[src/rtl/gamepad_pkg.sv]
// Shared constants for the Gamepad PMOD receiver.
// Button indices follow the order the controller shifts them out.
package gamepad_pkg;

    localparam int DEF_NUM_BITS = 12;

    typedef enum logic [3:0] {
        BTN_R      = 4'd0,
        BTN_L      = 4'd1,
        BTN_X      = 4'd2,
        BTN_A      = 4'd3,
        BTN_RIGHT  = 4'd4,
        BTN_LEFT   = 4'd5,
        BTN_DOWN   = 4'd6,
        BTN_UP     = 4'd7,
        BTN_START  = 4'd8,
        BTN_SELECT = 4'd9,
        BTN_Y      = 4'd10,
        BTN_B      = 4'd11
    } btn_e;

endpackage

[src/rtl/sync_rise.sv]
// Multi-flop synchroniser with a registered rising-edge pulse.
// rise is high for exactly one cycle, one cycle after sync goes high.
module sync_rise #(
    parameter int STAGES = 2
) (
    input  logic clk,
    input  logic rst_n,
    input  logic din,
    output logic sync,
    output logic rise
);

    logic [STAGES-1:0] chain;
    logic              prev;

    always_ff @(posedge clk or negedge rst_n) begin
        if (!rst_n) begin
            chain <= '0;
            prev  <= 1'b0;
            rise  <= 1'b0;
        end else begin
            chain <= {chain[STAGES-2:0], din};
            prev  <= chain[STAGES-1];
            rise  <= chain[STAGES-1] & ~prev;
        end
    end

    assign sync = chain[STAGES-1];

endmodule

[src/rtl/gamepad_pmod_decoder.sv]
// Gamepad PMOD serial receiver: synchronises latch/clock/data, shifts
// in one frame per latch and tracks controller presence with a timeout.
module gamepad_pmod_decoder
    import gamepad_pkg::*;
#(
    parameter int NUM_BITS    = DEF_NUM_BITS,
    parameter int SYNC_STAGES = 2,
    parameter int TIMEOUT     = 1048575
) (
    input  logic                clk,
    input  logic                rst_n,
    input  logic                pmod_data,
    input  logic                pmod_clk,
    input  logic                pmod_latch,
    output logic [NUM_BITS-1:0] buttons,
    output logic                valid,
    output logic                frame_err,
    output logic                is_present
);

    localparam int CW = $clog2(NUM_BITS + 2);
    localparam int TW = $clog2(TIMEOUT + 1);

    localparam logic [CW-1:0] CNT_FULL = CW'(NUM_BITS);
    localparam logic [CW-1:0] CNT_SAT  = CW'(NUM_BITS + 1);
    localparam logic [TW-1:0] RELOAD   = TW'(TIMEOUT);
    localparam logic [TW-1:0] TMO_LAST = TW'(1);

    logic                   clk_sync;
    logic                   clk_rise;
    logic                   latch_sync;
    logic                   latch_rise;
    logic [SYNC_STAGES-1:0] data_chain;
    logic                   data_sync;
    logic [NUM_BITS-1:0]    shreg;
    logic [CW-1:0]          bit_cnt;
    logic [TW-1:0]          tmo;
    logic                   unused_sync;

    sync_rise #(.STAGES(SYNC_STAGES)) u_clk_sync (
        .clk   (clk),
        .rst_n (rst_n),
        .din   (pmod_clk),
        .sync  (clk_sync),
        .rise  (clk_rise)
    );

    sync_rise #(.STAGES(SYNC_STAGES)) u_latch_sync (
        .clk   (clk),
        .rst_n (rst_n),
        .din   (pmod_latch),
        .sync  (latch_sync),
        .rise  (latch_rise)
    );

    assign unused_sync = clk_sync ^ latch_sync;

    always_ff @(posedge clk or negedge rst_n) begin
        if (!rst_n) begin
            data_chain <= '0;
        end else begin
            data_chain <= {data_chain[SYNC_STAGES-2:0], pmod_data};
        end
    end

    assign data_sync = data_chain[SYNC_STAGES-1];

    // A latch edge overrides a coincident clock edge; later assignments win.
    always_ff @(posedge clk or negedge rst_n) begin
        if (!rst_n) begin
            buttons    <= '0;
            valid      <= 1'b0;
            frame_err  <= 1'b0;
            is_present <= 1'b0;
            shreg      <= '0;
            bit_cnt    <= '0;
            tmo        <= '0;
        end else begin
            valid     <= 1'b0;
            frame_err <= 1'b0;
            if (tmo != '0) begin
                tmo <= tmo - 1'b1;
            end
            if (tmo == TMO_LAST) begin
                is_present <= 1'b0;
                buttons    <= '0;
            end
            if (latch_rise) begin
                bit_cnt <= '0;
                if (bit_cnt == CNT_FULL) begin
                    buttons    <= shreg;
                    valid      <= 1'b1;
                    is_present <= 1'b1;
                    tmo        <= RELOAD;
                end else begin
                    frame_err <= 1'b1;
                end
            end else if (clk_rise) begin
                shreg <= {shreg[NUM_BITS-2:0], ~data_sync};
                if (bit_cnt != CNT_SAT) begin
                    bit_cnt <= bit_cnt + 1'b1;
                end
            end
        end
    end

endmodule

[config.mk]
export PLATFORM = sky130hd
export DESIGN_NAME = gamepad_pmod_decoder
export DESIGN_NICKNAME = d
export VERILOG_FILES = /design/src/rtl/gamepad_pkg.sv /design/src/rtl/sync_rise.sv /design/src/rtl/gamepad_pmod_decoder.sv
export SDC_FILE = /design/constraint.sdc
export NUM_CORES = 1
export LEC_CHECK = 0
export ABC_AREA = 1
export ABC_CLOCK_PERIOD_IN_PS = 1540
export CAP_MARGIN = 40
export CORE_MARGIN = 4
export CORE_UTILIZATION = 52
export DETAILED_ROUTE_END_ITERATION = 16
export PLACE_DENSITY_LB_ADDON = 0.08
export SYNTH_ARGS = -nofsm -noshare
export SYNTH_HDL_FRONTEND = slang
export SYNTH_HIERARCHICAL = 1
export SYNTH_SLANG_ARGS = --single-unit
[constraint.sdc]
create_clock -name clk -period 1.54 [get_ports clk]
set_clock_uncertainty 0.15 [all_clocks]
set_input_delay 0.154 -clock clk [delete_from_list [all_inputs] [get_ports clk]]
set_output_delay 0.154 -clock clk [all_outputs]
set_load 0.01 [all_outputs]
---- Yosys cells after proc, flatten, opt, wreduce, memory -nomap -nowiden ----
Index checks and enable logic that the tools add are counted.
operators by class
  reduce and logical (&&, ||, !) cells .... 5
  add/sub/neg operators ................... 2
  bitwise gates (word level) .............. 6
  mux-type cells .......................... 16
  equality and inequality tests ........... 3
operator list
  operator                                                              number
  20-bit 2-to-1 mux                                                     3
  12-bit 2-to-1 mux                                                     3
  20-bit by 1-bit == test with 1-bit output, second input constant      1
  20-bit nonzero test                                                   1
  20-bit by 1-bit subtractor with 20-bit output, second input constant  1
  4-bit 2-to-1 mux                                                      3
  1-bit 2-to-1 mux                                                      7
  4-bit by 1-bit adder with 4-bit output, second input constant         1
  4-bit == test, second input constant                                  1
  4-bit != test, second input constant                                  1
  1-bit NOT                                                             4
  2-bit AND reduction                                                   2
  2-bit nonzero test                                                    2
  1-bit bitwise AND                                                     2
word-level totals
  logic and storage cells ................. 46
  flip-flop bits (word level) ............. 61

---- Longest topological paths before layout ----
  depth after elaboration ................. 4
  gate-level depth with buffers ........... 9
  mapped depth without buffers ............ 9

---- Cells and area by module ----
The synthesis kept the hierarchy.
by module, submodules not included
  module                instances  sequential area each (sq um)  cells each  area each (sq um)
  gamepad_pmod_decoder  1          1,326.3                       311         2,633.8
  sync_rise             2          100.1                         6           110.1

---- Worst setup path before layout ----
OpenSTA, ideal clock, no wires.
  path kind ............................... flip-flop to flip-flop
  start ................................... register tmo[0]
  end ..................................... register tmo[10]
  period minus slack after synthesis ...... 1,566 ps
  cell stages (with the launch flop) ...... 8
  arrival ................................. 1,278 ps
  path slack .............................. -26 ps
  cells stage by stage .................... dfrtp_1 inv_1 ha_1 nand2_2 nor2_4 inv_2 o21ai_0 nand3_1
between the ends
  word-level cells in the longest chain between the ends .. 4
RTL lines
  item                                                                                         RTL line                                                RTL
  start, declared                                                                              gamepad_pmod_decoder.sv:37                              logic [TW-1:0] tmo;
  start signal, assigned                                                                       gamepad_pmod_decoder.sv:82                              tmo <= tmo - 1'b1;
  20-bit by 1-bit subtractor with 20-bit output / 20-bit nonzero test (equally long branches)  gamepad_pmod_decoder.sv:82, gamepad_pmod_decoder.sv:81
  20-bit 2-to-1 mux *                                                                          gamepad_pmod_decoder.sv:81                              if (tmo != '0) begin
  20-bit 2-to-1 mux                                                                            gamepad_pmod_decoder.sv:90                              if (bit_cnt == CNT_FULL) begin
  20-bit 2-to-1 mux *                                                                          gamepad_pmod_decoder.sv:88                              if (latch_rise) begin
Mark *: on every way between the ends. The rest lies on a longest branch, timed or not.
A chain may end at the register's enable or synchronous reset.

---- Worst setup path after layout ----
Ends and elaborated chain as after synthesis.

==> run metrics <==
DR vias 2452; DRC 0; Startpoint Class flip-flop; Total Power 6.86 mW; Max-cap violations 0; CTS tree built; First DRT Iteration DRCs between 100 and 150; Inst Count DP 445; Final Non-Filler Cells between 400 and 500; Starting Density 54.8%; NumNets Final approximately 410; synth top area cells dfrtp_1 53%, nand2_1 13%, nand3_1 6.1%; post-route ant nets 0; unrepaired setup endpoints after global routing true; fraction of layout cells with a size suffix above 1 35.1%; path type of the worst min-delay path input port to async pin; cell taking the most area after synthesis dfrtp_1; Yosys Warn Count 6; Core Area 5200 µm²; initial antenna violation count 0; worst-path fanout max 6; worst skew pair latency 0.34 ns; crit path kind flip-flop to flip-flop; number of global-route vias before repair between 2000 and 2500; clock buffer depth 2; post-synth net total around 330; Routed WL per cell between 10 and 15 µm; pin count of the biggest net entering global routing 35; highest clock rate 0.620 GHz; Die Height 82.1 µm; Arr. time, crit path 1.66 ns; pwr/cell area 1710 nW/µm²; vias per cell 5.14; Cell Rows 26; failing checks setup timing; Yosys reg bits 61; # diodes 0; worst path required time between 1.5 and 2 ns; setup TNS -0.611 ns; HPWL Detailed 3980 µm; final setup vio count 22; part of the cycle the worst path needs 105%; full die area slightly below 7000 µm²; PortBufs 19; syn avg cell area 8.84 µm²; drt pass-1 iters 4; all-layer global routing usage 22.3%; Synth Instances 323; status finished with violations; sequential cell area fraction in the yosys report 53.5%; GR Overflow Total 0; Worst Max-Slew Pin Slew 0.403 ns; die width 82.1 µm; GP Congestion 0.779; max-slew violations 0; final setup margin -0.0735 ns; Worst-path clk slew 0.07 ns; post-synth cell types 26; Slew HR 73.1%; H-tree levels 3; Max VDD drop 1.00 mV; root buffer cell clkbuf_8; final hold violations 0; cts bufs inserted 9; P&R area growth vs syn 40.4%; first-pass GRT wire length 11200 µm; clock tree sinks between 60 and 70; Total Routed Length 6690 µm; Yosys top cell area share 53.5%; Leakage roughly 2.2 nW; crit path time final 1.61 ns; cell area after synthesis 2850 µm²; dpl ws -0.185 ns; I/O pins 20; Critical Path End Type flip-flop
where the power goes:
| part | internal [mW] | total (mW) | switching, mW |
|---|---|---|---|
| Clock | 0.944 | 1.56 | 0.613 |
| Combinational | 1.44 | 3.01 | 1.56 |
| Sequential | 1.94 | 2.29 | 0.348 |
cell usage in the layout, fill, tap and decap left out, types with 6 or more instances in the layout:
master,n
buf_4,48
nor2_4,8
clkbuf_8,10
o21ai_0,7
nand3b_1,8
dlymetal6s2s_1,7
nand3_2,16
nand2_1,88
a21oi_1,6
dfrtp_1,60
o21ai_1,9
nor2_1,13
nand3_1,22
dlygate4sd2_1,6
inv_1,22
nor2_2,19
nand2_2,9
worst max-delay path: stages (launching register included):
cell     delay [ns]
dfrtp_1        0.39
inv_2          0.09
ha_2           0.22
nand2_2        0.11
nor2_4         0.21
inv_2          0.07
o21ai_1        0.13
nand3_1        0.10
cell families after synthesis:
logic type               after synthesis  synth area share, %
flip-flops                            61                 53.5
adder cells (fa/ha/maj)                6                 2.63
AO/OA/AOI/OAI                         25                 4.47
buffers and inverters                 37                 5.74
AND/OR/NAND/NOR                      194                 33.7
worst paths after layout:
kind,startpoint,end,slack [ns],cells after the start
hold reg to reg,u_latch_sync/chain[0]$_DFF_PN0_,u_latch_sync/chain[1]$_DFF_PN0_,0.20,0
min in group clk,pmod_latch,u_latch_sync/chain[0]$_DFF_PN0_,0.12,1
setup / recovery,tmo[0]$_DFF_PN0_,tmo[10]$_DFF_PN0_,-0.07,7
max in group asynchronous,rst_n,shreg[9]$_DFFE_PN0P_,0.61,3
hold / removal,rst_n,frame_err$_DFF_PN0_,0.12,2
setup reg to reg,tmo[0]$_DFF_PN0_,tmo[10]$_DFF_PN0_,-0.07,7
flip-flops by register name, indices dropped and copies added (netlist names), 2 cells and up:
signal / count
buttons: 12
u_latch_sync/chain: 2
shreg: 12
data_chain: 2
tmo: 20
bit_cnt: 4
u_clk_sync/chain: 2
repair_timing:
| action | in CTS | in global routing |
|---|---|---|
| hold buffers | 1 | 0 |
| setup endpoints to repair | 39 | 42 |
| resized for setup | 23 | 55 |
| endpoints found under the hold margin | 61 | 0 |
| setup buffers | 9 | 4 |
| pin swaps | 9 | 15 |
| gates cloned | 4 | 0 |
cell type report:
cell class | instances | area, µm²
flip-flops and latches | 61 | 1530
multi-input cells | 229 | 1410
fillers | 385 | 1200
repair buffers | 74 | 659
clock buffers | 11 | 141
inverters | 28 | 110
well taps | 70 | 87.6
clock inverters | 4 | 72.6
cell usage after synthesis (all sizes together):
cell type and instances:
o21ai 17, nand2 101, a21oi 7, inv 27
nor2 42, clkinv 1, nand3b 8, buf 5
dfrtp 61, o31ai 1, nand4 5, nor3b 1
ha 6, nand3 37, clkbuf 4
through the flow:
step,util (%),area (µm²),hold slack [ns]
floorplan,-,2850,-0.292
global placement,65.7,3420,-0.0481
detailed placement,65.7,3420,-0.0539
CTS,73.3,3820,0.102
global route,77.0,4010,0.114
finish,77.0,4010,0.116
routing by layer:
metal	up-vias	wire [µm]	track usage [%]
met5	-	0	0
met4	0	140	10.5
met3	13	183	3.62
met2	43	3480	38.4
met1	1186	2880	27.4
li1	1210	-	-
No activity file was read; power rests on OpenSTA's default activity.
